$ cat config.mk
export PLATFORM = sky130hd
export DESIGN_NAME = snoop_bus_arbiter
export DESIGN_NICKNAME = d
export VERILOG_FILES = /design/src/rtl/snoop_bus_arbiter.sv
export SDC_FILE = /design/constraint.sdc
export NUM_CORES = 1
export LEC_CHECK = 0
export ABC_AREA = 1
export CORE_ASPECT_RATIO = 1.4
export CORE_MARGIN = 5
export CORE_UTILIZATION = 40
export DETAILED_ROUTE_END_ITERATION = 12
export GPL_TIMING_DRIVEN = 0
export MAX_ROUTING_LAYER = met4
export PLACE_DENSITY = 0.87
export SYNTH_ARGS = -nofsm -noshare
export SYNTH_HDL_FRONTEND = slang
export SYNTH_SLANG_ARGS = --single-unit
$ cat constraint.sdc
create_clock -name clock -period 2.15 [get_ports clock]
set_input_delay 0.3225 -clock clock [delete_from_list [all_inputs] [get_ports clock]]
set_output_delay 0.3225 -clock clock [all_outputs]
set_load 0.03 [all_outputs]
$ cat src/rtl/snoop_bus_arbiter.sv
// snoop_bus_arbiter
//   Round-robin arbiter and sequencer for the shared snooping bus. One CPU
//   front-end at a time owns the bus. Its decoded command is latched onto the
//   bus_* registers, and ownership is held until the snooping caches/memory
//   return snoop_done. Ownership then rotates past the previous owner.
//
// Optional feature macro: ARB_TIMEOUT_EN
//   When defined, a BUSY-cycle counter aborts a transaction after TIMEOUT
//   cycles without snoop_done. The abort pulses done and timeout_err together.
//   When undefined, BUSY waits forever and timeout_err stays 0.
//
// Ports
//   clock, reset    rising-edge clock; asynchronous active-high reset
//   req             level request per CPU, held until its done pulse
//   write_in/read_in command bits per CPU
//   tag_in/data_in  packed per-CPU tag/data (CPU i at [i*W +: W])
//   snoop_done      completion pulse, only honoured in BUSY
//   grant/done      one-hot ownership / one-cycle completion to the owner
//   bus_*           command presented on the snoop bus (valid when bus_valid)
//   bus_owner       index of the current owner
//   timeout_err     one-cycle abort flag
module snoop_bus_arbiter #(
  parameter int NUM_CPU = 3,
  parameter int TAG_W   = 12,
  parameter int DATA_W  = 16,
  parameter int TIMEOUT = 15
) (
  input  logic                      clock,
  input  logic                      reset,
  input  logic [NUM_CPU-1:0]        req,
  input  logic [NUM_CPU-1:0]        write_in,
  input  logic [NUM_CPU-1:0]        read_in,
  input  logic [NUM_CPU*TAG_W-1:0]  tag_in,
  input  logic [NUM_CPU*DATA_W-1:0] data_in,
  input  logic                      snoop_done,
  output logic [NUM_CPU-1:0]        grant,
  output logic [NUM_CPU-1:0]        done,
  output logic                      bus_valid,
  output logic                      bus_write,
  output logic                      bus_read,
  output logic [TAG_W-1:0]          bus_tag,
  output logic [DATA_W-1:0]         bus_data,
  output logic [$clog2(NUM_CPU)-1:0] bus_owner,
  output logic                      timeout_err
);

  localparam int OW = $clog2(NUM_CPU);

  if (NUM_CPU < 2 || NUM_CPU > 8 || TIMEOUT < 1) begin : g_param_err
    $error("snoop_bus_arbiter: NUM_CPU must be 2..8 and TIMEOUT >= 1");
  end

  typedef enum logic [1:0] {S_IDLE, S_GRANT, S_BUSY, S_DONE} state_t;

  state_t        state_q;
  logic [OW-1:0] last_owner_q;
  logic [OW-1:0] sel_d;
  logic          found;
  int unsigned   idx;

  // Rotating priority: scan last_owner+1, +2, ... wrapping modulo NUM_CPU.
  always_comb begin
    sel_d = last_owner_q;
    found = 1'b0;
    idx   = 0;
    for (int k = 1; k <= NUM_CPU; k++) begin
      idx = (int'(last_owner_q) + k) % NUM_CPU;
      if (!found && req[idx]) begin
        sel_d = OW'(idx);
        found = 1'b1;
      end
    end
  end

  // Owner's command slice. bus_owner is stable from GRANT onwards.
  logic              wr_s, rd_s;
  logic [TAG_W-1:0]  tag_s;
  logic [DATA_W-1:0] data_s;
  assign wr_s   = write_in[bus_owner];
  assign rd_s   = read_in[bus_owner];
  assign tag_s  = tag_in[bus_owner*TAG_W +: TAG_W];
  assign data_s = data_in[bus_owner*DATA_W +: DATA_W];

`ifdef ARB_TIMEOUT_EN
  localparam int CW = $clog2(TIMEOUT + 1);
  logic [CW-1:0] cnt_q;
`endif

  always_ff @(posedge clock or posedge reset) begin
    if (reset) begin
      state_q      <= S_IDLE;
      last_owner_q <= OW'(NUM_CPU - 1);
      grant        <= '0;
      done         <= '0;
      bus_valid    <= 1'b0;
      bus_write    <= 1'b0;
      bus_read     <= 1'b0;
      bus_tag      <= '0;
      bus_data     <= '0;
      bus_owner    <= '0;
      timeout_err  <= 1'b0;
`ifdef ARB_TIMEOUT_EN
      cnt_q        <= '0;
`endif
    end else begin
      // done/timeout_err are single-cycle pulses.
      done        <= '0;
      timeout_err <= 1'b0;
      case (state_q)
        S_IDLE: begin
          if (|req) begin
            grant     <= {{(NUM_CPU-1){1'b0}}, 1'b1} << sel_d;
            bus_owner <= sel_d;
            state_q   <= S_GRANT;
          end
        end
        S_GRANT: begin
          bus_write <= wr_s;
          bus_read  <= rd_s;
          bus_tag   <= tag_s;
          bus_data  <= data_s;
          if (wr_s ^ rd_s) begin
            bus_valid <= 1'b1;
            state_q   <= S_BUSY;
`ifdef ARB_TIMEOUT_EN
            cnt_q     <= '0;
`endif
          end else begin
            // Null command: skip the bus and complete straight away.
            done    <= grant;
            state_q <= S_DONE;
          end
        end
        S_BUSY: begin
          if (snoop_done) begin
            bus_valid <= 1'b0;
            done      <= grant;
            state_q   <= S_DONE;
          end
`ifdef ARB_TIMEOUT_EN
          // snoop_done in the final counted cycle takes priority above.
          else if (cnt_q == CW'(TIMEOUT - 1)) begin
            bus_valid   <= 1'b0;
            done        <= grant;
            timeout_err <= 1'b1;
            state_q     <= S_DONE;
          end else begin
            cnt_q <= cnt_q + 1'b1;
          end
`endif
        end
        S_DONE: begin
          grant        <= '0;
          last_owner_q <= bus_owner;
          state_q      <= S_IDLE;
        end
        default: state_q <= S_IDLE;
      endcase
    end
  end

endmodule

==> metrics.md <==
| Metric | Value |
|---|---|
| Worst min path class | input port to asynchronous set/reset pin |
| Remaining antenna violation count | 0 |
| DRT Pass-1 Iters | 4 |
| Total Die Area | 8180 sq um |
| Port bufs | 134 |
| CTS sink count | 43 |
| Worst setup EP type | register |
| Mapped Cells | 357 |
| Crit-path cells | inv_1 -> ha_1 -> inv_1 -> nand3_2 -> nand2_4 -> nand3_2 -> nor2_2 -> inv_1 -> o21ai_2 -> nand3_1 -> nand2_1 |
| CTS Buf Count | 5 |
| Crit path top cell by count | inv_1 |
| Status | finished clean |
| Via Count | 2906 |
| CP Launch Type | register |
| Register area share after synthesis | 41.7% |
| # fillers | 554 |
| Max Cap Viol | 0 |
| Skew final | 0.0123 ns |
| Buf+Inv Stages, Crit Path | 3 |
| Netlist cell types | 26 |
| Yosys reg bits | 43 |
| Slew @ Worst Pin | 0.559 ns |
| Critical-path maximum fanout | 6 |
| Max-slew violations | 0 |
| Hold_buf cts | 0 |
| YS warnings | 0 |
| Initial antenna violation count | 0 |
| Pleak | 1.80 nW |
| Antenna fix cells | 0 |
| Largest net degree at the start of global routing | 42 |
| CTS Buffer Depth | 2 |
| Core area | 6250 sq um |
| RSZ-0062 raised after global routing | false |
| Initial core utilization | 41.3% |
| Clock Tree Root | clkbuf_8 |
| DIE WIDTH | 77.9 microns |
| Aggregate routed wire length | 8.46 mm |
| Final setup viols | 0 |
| Via density | 5.08 |
| Pwr per Cell Area | 1460 nW/um^2 |
| Worst path slowest cell | dfstp_2 |
| First-pass GRT wire length | 13.6 mm |
| Layout cells sized above 1 | 7.80% |
| Mapped Area | 2580 sq um |
| Fmax | 0.542 GHz |
| Die H | 105 microns |
| Average size of a mapped cell | 7.23 sq um |
| Routability cong. | 0.813 |
| Final Core Density | 65.8% |
| Max VDD drop | 698 uV |
| WL per Instance | 14.8 microns |
| Layout Nets | 602 |
| Syn_nets | 460 |
| CTS tree | yes |
| Tot GR Track Use | 21.0% |
| Most frequent cells in the layout | clkdlybuf4s50_1, nor2_1, nand2_1 |
| Most common cell after layout, fill and taps aside | clkdlybuf4s50_1 |
| CP max stage delay | 0.55 ns |
| Ports | 136 |
| Final std cells w/o fill | 572 |
| Global route total overflow | 0 |
| Period utilization | 85.8% |
| Placed Cells | 564 |
| Vias in the first global route | 2861 |
| Crit path max-delay family | simple AND/OR/NAND/NOR gates |
| Arr. time, crit path | 2.08 ns |
| Clock Latency Late Sink | 0.30 ns |
| Crit path kind | register to register |
| Initial DRC count | 159 |
| Fin. Hold Viols | 0 |
| Num rows | 34 |
| Worst Path Required | 2.38 ns |
| Register clock-pin slew on the reported worst setup and hold paths | 0.09 ns |
| CTS H-Tree Depth | 2 |
| Post-DP HPWL | 6.76 mm |
| Post_cts resized | 0 |
| Slew Limit Headroom | 62.4% |
| Area growth, synth to finish | 59.5% |
| Post-route minimum period | 1.84 ns |
| DR DRC count | 0 |
| Setup repair bufs after CTS | 0 |
==> cell families after synthesis <==
| family | Yosys count | synth area share (%) |
|---|---|---|
| compound gates | 73 | 16.3 |
| simple gates | 188 | 30.1 |
| flops | 43 | 41.7 |
| other cells | 1 | 0.145 |
| fa+ha+maj | 7 | 3.39 |
| buf+inv | 45 | 8.34 |
==> where the power goes <==
part / switching (mW) / internal, mW
clock network: 0.285 / 0.223
registers: 0.224 / 1.21
logic: 2.47 / 1.60
total: 2.98 / 3.04
==> final cells by class <==
class	instances	area [sq um]	area share [%]
timing repair buffer	135	1360	33.1
clock inverter	3	15.0	0.365
tap	72	90.1	2.19
inverter	24	90.1	2.19
sequential	43	1080	26.2
multi-input combinational	269	1290	31.3
buffer	21	125	3.04
clock buffer	5	68.8	1.67
==> Yosys cell counts <==
library cell	count	area, sq um
o21ai_0	34	170
inv_1	19	71.3
nand2_1	61	229
nor2_2	1	6.26
clkbuf_1	11	41.3
or2_1	1	6.26
nand3_2	4	40.0
nand2_2	5	31.3
nor2_1	99	372
buf_2	4	20.0
nand2_4	1	11.3
nand3_1	15	75.1
a31oi_1	30	188
conb_1	1	3.75
o21ai_1	3	15.0
dfrtp_1	42	1050
o31ai_1	1	7.51
o21bai_1	2	15.0
ha_1	7	87.6
nand4_1	1	6.26
dfstp_2	1	26.3
o21a_1	1	7.51
o21ai_2	2	17.5
inv_2	5	18.8
buf_4	1	7.51
buf_6	5	56.3
==> registers in the layout, indices dropped and copies added (netlist names), 2 cells and up <==
name,flops
bus_owner,2
bus_tag,12
done,3
grant,3
state_q,2
bus_data,16
last_owner_q,2
==> routing by layer <==
metal	track usage (%)	vias up	wire (microns)
met5	-	-	0
met4	8.45	0	312
met3	3.79	25	520
met2	36.1	109	4450
met1	23.7	1328	3180
li1	-	1444	-
==> path summary, 6_finish.rpt <==
check,startpoint,endpoint,slack (ns),cells past startpoint
worst max-delay path,last_owner_q[1]$_DFFE_PP1P_,grant[2]$_DFFE_PP0P_,0.31,11
worst min-delay path,reset,bus_data[7]$_DFFE_PP0N_,0.19,2
worst max register to register,last_owner_q[1]$_DFFE_PP1P_,grant[2]$_DFFE_PP0P_,0.31,11
worst min register to register,bus_valid$_DFFE_PP0P_,bus_valid$_DFFE_PP0P_,0.50,2
max in group asynchronous,reset,last_owner_q[1]$_DFFE_PP1P_,1.46,3
min in group clock,bus_valid$_DFFE_PP0P_,bus_valid$_DFFE_PP0P_,0.50,2
==> stage by stage <==
stage / total power [mW] / instance area (sq um) / TNS (ns) / worst slack (ns) / hold slack [ns]
2_1_floorplan: 4.10 / 2580 / 0 / 0.522 / 0.477
3_3_place_gp: 5.43 / 4010 / -4.02 / -0.0991 / 0.473
3_5_place_dp: 5.57 / 4030 / 0 / 0.209 / 0.485
4_1_cts: 6.08 / 4120 / 0 / 0.300 / 0.184
5_1_grt: 6.55 / 4120 / 0 / 0.156 / 0.182
6_report: 6.02 / 4120 / 0 / 0.305 / 0.190
Note: power is estimated with default switching activity, not from simulation.
==> patch 1 (config.mk and constraints unchanged) <==
The parameter `TAG_W` goes from 12 to 24.
--- a/src/rtl/snoop_bus_arbiter.sv
+++ b/src/rtl/snoop_bus_arbiter.sv
@@ -21,7 +21,7 @@
 //   timeout_err     one-cycle abort flag
 module snoop_bus_arbiter #(
   parameter int NUM_CPU = 3,
-  parameter int TAG_W   = 12,
+  parameter int TAG_W   = 24,
   parameter int DATA_W  = 16,
   parameter int TIMEOUT = 15
 ) (
Interface: changed (resized bus_tag and tag_in); port bits go from 136 to 184. No check against the original RTL was run, so the function may have changed too.
==> patch 1 against the original RTL <==
Via count rose by 30%. Total power increased by 23%. Non-clock buffer count rose by 55. Routed wire length is 43% higher. Cell area grew 29%. Sequential cell count is 12 higher. Count of clock-buffer cells in the layout is the same. Maximum frequency is 2.3% lower. Synthesized area up 25%. First-iteration DRC count rose by 38%. Clock skew is 3.0 ps lower. Worst hold slack improved by 210 ps. Setup slack worse by 44 ps. Critical path type unchanged. Critical endpoint is now bus_data[14]. Largest power group unchanged.
==> patch 1: results (changes against the original RTL) <==
[route]
routed_via_density=5.09  ; was 5.08
first_pass_iters=4  ; unchanged
drt_iter0_drc=220  ; was 159
postRouteAntennaNets=0  ; unchanged
wl_microns=12100  ; was 8460 microns

[clock_tree]
clk_latency_ps=320  ; was 300 ps
post_cts_resized=0  ; unchanged

[critical_path]
rr_worst_depth=6  ; was 11
crit_slowest_cell=dfrtp_1  ; was dfstp_2
crit_path_start=state_q[1]  ; was last_owner_q[1]
arrival_ps=2130  ; was 2080 ps
cpPeakStageDelay_ps=430  ; was 550 ps
crit_family=buffers and inverters  ; was simple AND/OR/NAND/NOR gates

[yosys]
synth_nets=591  ; was 460
ys_seq_area_share_pct=42.8  ; was 41.7%
synth_area_leaders=dfrtp_1 (42%), nor2_1 (15%), nand2_1 (8.7%)  ; was dfrtp_1 (41%), nor2_1 (14%), nand2_1 (8.9%)
synthTopCellsByCount=nor2_1 (133), nand2_1 (75), dfrtp_1 (54), o21ai_0 (47), a31oi_1 (40)  ; was nor2_1 (99), nand2_1 (61), dfrtp_1 (42), o21ai_0 (34), a31oi_1 (30)

[finish]
drive_above_1_share_pct=6.53  ; was 7.80%
reg_top3=bus_tag: 24 flops, bus_data: 16 flops  ; was bus_data: 16 flops, bus_tag: 12 flops
nNetsFinal=781  ; was 602
fill_cells=654  ; was 554

[timing]
fin_skew_ps=9.32  ; was 12.3 ps
slew_headroom_pct=58.6  ; was 62.4%

[global_routing]
grt_max_degree=29  ; was 42
grt_pass1_vias=3805  ; was 2861
grt_util_all_layers_pct=24.4  ; was 21.0%
grt_pass1_wl_microns=18600  ; was 13600 microns

[placed_design]
gp_congestion=0.882  ; was 0.813
hpwl_microns=9640  ; was 6760 microns
port_buffers=182  ; was 134

[status]
status=finished, final reports clean  ; unchanged

[pwr]
cellLeakagePower_nw=2.27  ; was 1.80 nW
vdd_drop_max_v=0.000731  ; was 0.000698 V

-- patch 1: final timing paths --
check,end,slack (ps)
worst max register to register,bus_data[14],260
worst min-delay path,state_q[1],400
min in group clock,grant[2],510
worst max-delay path,bus_data[14],260
worst min register to register,grant[2],510
max in group asynchronous,bus_data[7],1180
-- patch 1: where the power goes --
| group | internal [W] | total, W | switching (W) |
|---|---|---|---|
| combinational | 0.00187 | 0.00489 | 0.00301 |
| sequential | 0.00154 | 0.00182 | 0.000287 |
| clock | 0.000347 | 0.000708 | 0.000361 |
| total | 0.00376 | 0.00742 | 0.00366 |
-- patch 1: final cells by class --
type	count	area [sq um]	area share, %
Timing Repair Buffer	183	1840	34.7
Sequential cell	55	1380	26.0
Inverter	30	118	2.22
Multi-Input combinational cell	339	1600	30.1
Clock inverter	3	43.8	0.826
Buffer	28	130	2.45
Clock buffer	5	68.8	1.30
Tap cell	100	125	2.36
-- patch 1: cell families (layout without fill, tap and decap cells) --
kind of cell | count (synthesis) | count (layout) | synth area share, %
and+or+nand+nor | 233 | 233 | 29.4
adders and majority gates | 7 | 7 | 2.72
AOI/OAI and AO/OA | 98 | 98 | 17.4
other | 1 | 1 | 0.116
DFF | 55 | 55 | 42.8
buffers and inverters | 58 | 249 | 7.69
-- patch 1: stage by stage --
stage | cell area [sq um] | cells | setup slack [ps]
4_1_cts | 5300 | 743 | 253
2_1_floorplan | 3220 | 452 | 486
3_5_place_dp | 5190 | 735 | 239
6_report | 5300 | 743 | 261
5_1_grt | 5300 | 743 | 92.4
3_3_place_gp | 5170 | 734 | -526
-- patch 1: per-layer routing --
layer / global-route usage, % / up-vias / wire length (microns)
met5: - / - / 0
met3: 4.59 / 28 / 774
met1: 26.6 / 1770 / 4580
met2: 43.6 / 133 / 6330
met4: 10.0 / 0 / 378
li1: - / 1851 / -
==> patch 2 (same settings) <==
Made on the original files. Make the reset (`reset`) synchronous in one clocked block. Comments in the files are not updated.
--- a/src/rtl/snoop_bus_arbiter.sv
+++ b/src/rtl/snoop_bus_arbiter.sv
@@ -86,7 +86,7 @@
   logic [CW-1:0] cnt_q;
 `endif
 
-  always_ff @(posedge clock or posedge reset) begin
+  always_ff @(posedge clock) begin
     if (reset) begin
       state_q      <= S_IDLE;
       last_owner_q <= OW'(NUM_CPU - 1);
Behaviour: differs if reset is asserted again (counterexample within 4 cycles, from zero or initial values and one cycle with reset high); with reset held inactive, the same outputs for 4 cycles.
==> patch 2 against the original RTL <==
Utilization up 1.9 points. Cell area down 2.9%. Critical path depth up 2. Largest power group unchanged. Routed wire length up 1.3%. Setup slack worse by 55 ps. Synthesized area down 4.7%. Sequential power down 10%. Clock skew down 4.4 ps. Total power down 10%. Sequential cell count unchanged. Non-clock buffer count unchanged.
==> patch 2: results (changes against the original RTL) <==
[finish]
nNetsFinal=610  ; was 602
drive_above_1_share_pct=8.07  ; was 7.80%
reg_top3=bus_data: 16 flops, bus_tag: 12 flops  ; unchanged
n_antenna_cell=0  ; unchanged

[pwr]
switching_power_w=0.00260  ; was 0.00298 W
seq_power_w=0.00129  ; was 0.00144 W
vdd_drop_max_v=0.000608  ; was 0.000698 V
cellLeakagePower_nw=1.58  ; was 1.80 nW
p_comb_w=0.00345  ; was 0.00407 W
swShare_pct=48.1  ; was 49.5%

[timing]
fin_skew_ps=7.89  ; was 12.3 ps
slew_headroom_pct=63.7  ; was 62.4%

[route]
wl_met3_microns=457  ; was 520 microns
first_pass_iters=4  ; unchanged
drt_iter0_drc=130  ; was 159
wl_microns=8580  ; was 8460 microns
vias=2950  ; was 2906
routed.top_layer=met4  ; unchanged
met2_length_microns=4690  ; was 4450 microns
drt-met1-wl_microns=3260  ; was 3180 microns

[status]
status=finished, final reports clean  ; unchanged

[yosys]
synth_nets=470  ; was 460
synthXorXnorAreaFrac_pct=0  ; unchanged
ys_seq_area_share_pct=35.0  ; was 41.7%
synth_warnings=0  ; unchanged
synthArstFlopShare_pct=0  ; was 100%
synth_mux_area_share_pct=0  ; unchanged
ys_types=33  ; was 26
synthTopCellsByCount=nor2_1 (73), o21ai_0 (64), nand2_1 (48), dfxtp_1 (43), a31oi_1 (28)  ; was nor2_1 (99), nand2_1 (61), dfrtp_1 (42), o21ai_0 (34), a31oi_1 (30)
synth_area_leaders=dfxtp_1 (35%), o21ai_0 (13%), nor2_1 (11%)  ; was dfrtp_1 (41%), nor2_1 (14%), nand2_1 (8.9%)
synth_compound_area_share_pct=26.0  ; was 16.3%
synth-adder-area-share_pct=3.56  ; was 3.39%

[placed_design]
hpwl_microns=6870  ; was 6760 microns
gp_congestion=0.890  ; was 0.813
port_buffers=133  ; was 134

[clock_tree]
cts_buffers=5  ; unchanged
post_cts_resized=0  ; unchanged
post-cts-setup-buffer-count=0  ; unchanged
htreeDepth=2  ; unchanged
clk_latency_ps=290
root_buffer=clkbuf_8  ; unchanged
path_clk_slew_ps=90  ; about the same
clk_path_buf_depth=2  ; unchanged

[global_routing]
grt_max_degree=14  ; was 42
grt_pass1_wl_microns=13600  ; about the same
grt_pass1_vias=2867  ; was 2861
grt_util_all_layers_pct=21.8  ; was 21.0%
antenna_found_initial=0  ; unchanged

[floorplanning]
die_area_sq_mm=0.00784  ; was 0.00818 sq mm

[critical_path]
cp_max_fo=6  ; unchanged
arrival_ps=2080  ; about the same

[worst_hold_path]
min_path_type=in2reg  ; was in2async

## patch 2: cell count changes in the layout (fill, tap and decap cells not counted), sizes merged, moves of 7 or more
cell	unedited run	this run
nor2	100	75
nand2	67	54
a21oi	0	7
clkbuf	16	23
inv	24	31
dfxtp	0	43
dfrtp	42	0
o21ai	39	69
## patch 2: path summary, 6_finish.rpt
kind,start,to,slack (ps),depth (start not counted)
max,last_owner_q[0],grant[0],250,13
min,reset,grant[0],370,2
max reg2reg,last_owner_q[0],grant[0],250,13
min reg2reg,grant[2],done[2],470,2
## patch 2: critical path: stages, from the launching register on
cell and delay [ps]:
dfxtp_1 390, inv_1 60, ha_1 400, inv_2 80
nand2_1 80, nand3_2 80, nand2_4 90, nand3_2 110
nand2_2 110, nor2_1 50, nor2_1 140, nor2_1 70
nor2_1 80, nor2_1 40
## patch 2: logic make-up after synthesis
group / Yosys count
AOI/OAI and AO/OA: 110
adders and majority gates: 7
buffers and inverters: 54
DFF: 43
other: 1
and+or+nand+nor: 152
## patch 2: stage by stage
step / instances / instance area (sq um) / hold slack [ps] / setup slack, ps
after floorplan: 367 / 2460 / 471 / 496
after global placement: 570 / 3880 / 450 / 234
after detailed placement: 570 / 3880 / 458 / 164
after CTS: 578 / 4000 / 376 / 238
after global routing: 578 / 4000 / 411 / 82.4
final: 578 / 4000 / 373 / 251
## patch 2: cell type report
cell class | instances | area, sq um
buffer | 23 | 101
clock buffer | 6 | 82.6
clock inverter | 2 | 35.0
fill | 567 | 1910
inverter | 31 | 116
multi-input combinational | 270 | 1380
sequential | 43 | 861
tap | 70 | 87.6
timing repair buffer | 133 | 1330
## patch 2: metal layers
metal | vias up | global-route usage (%)
li1 | 1496 | -
met1 | 1351 | 23.2
met2 | 91 | 40.9
met3 | 12 | 4.63
met4 | 0 | 5.65
met5 | - | -
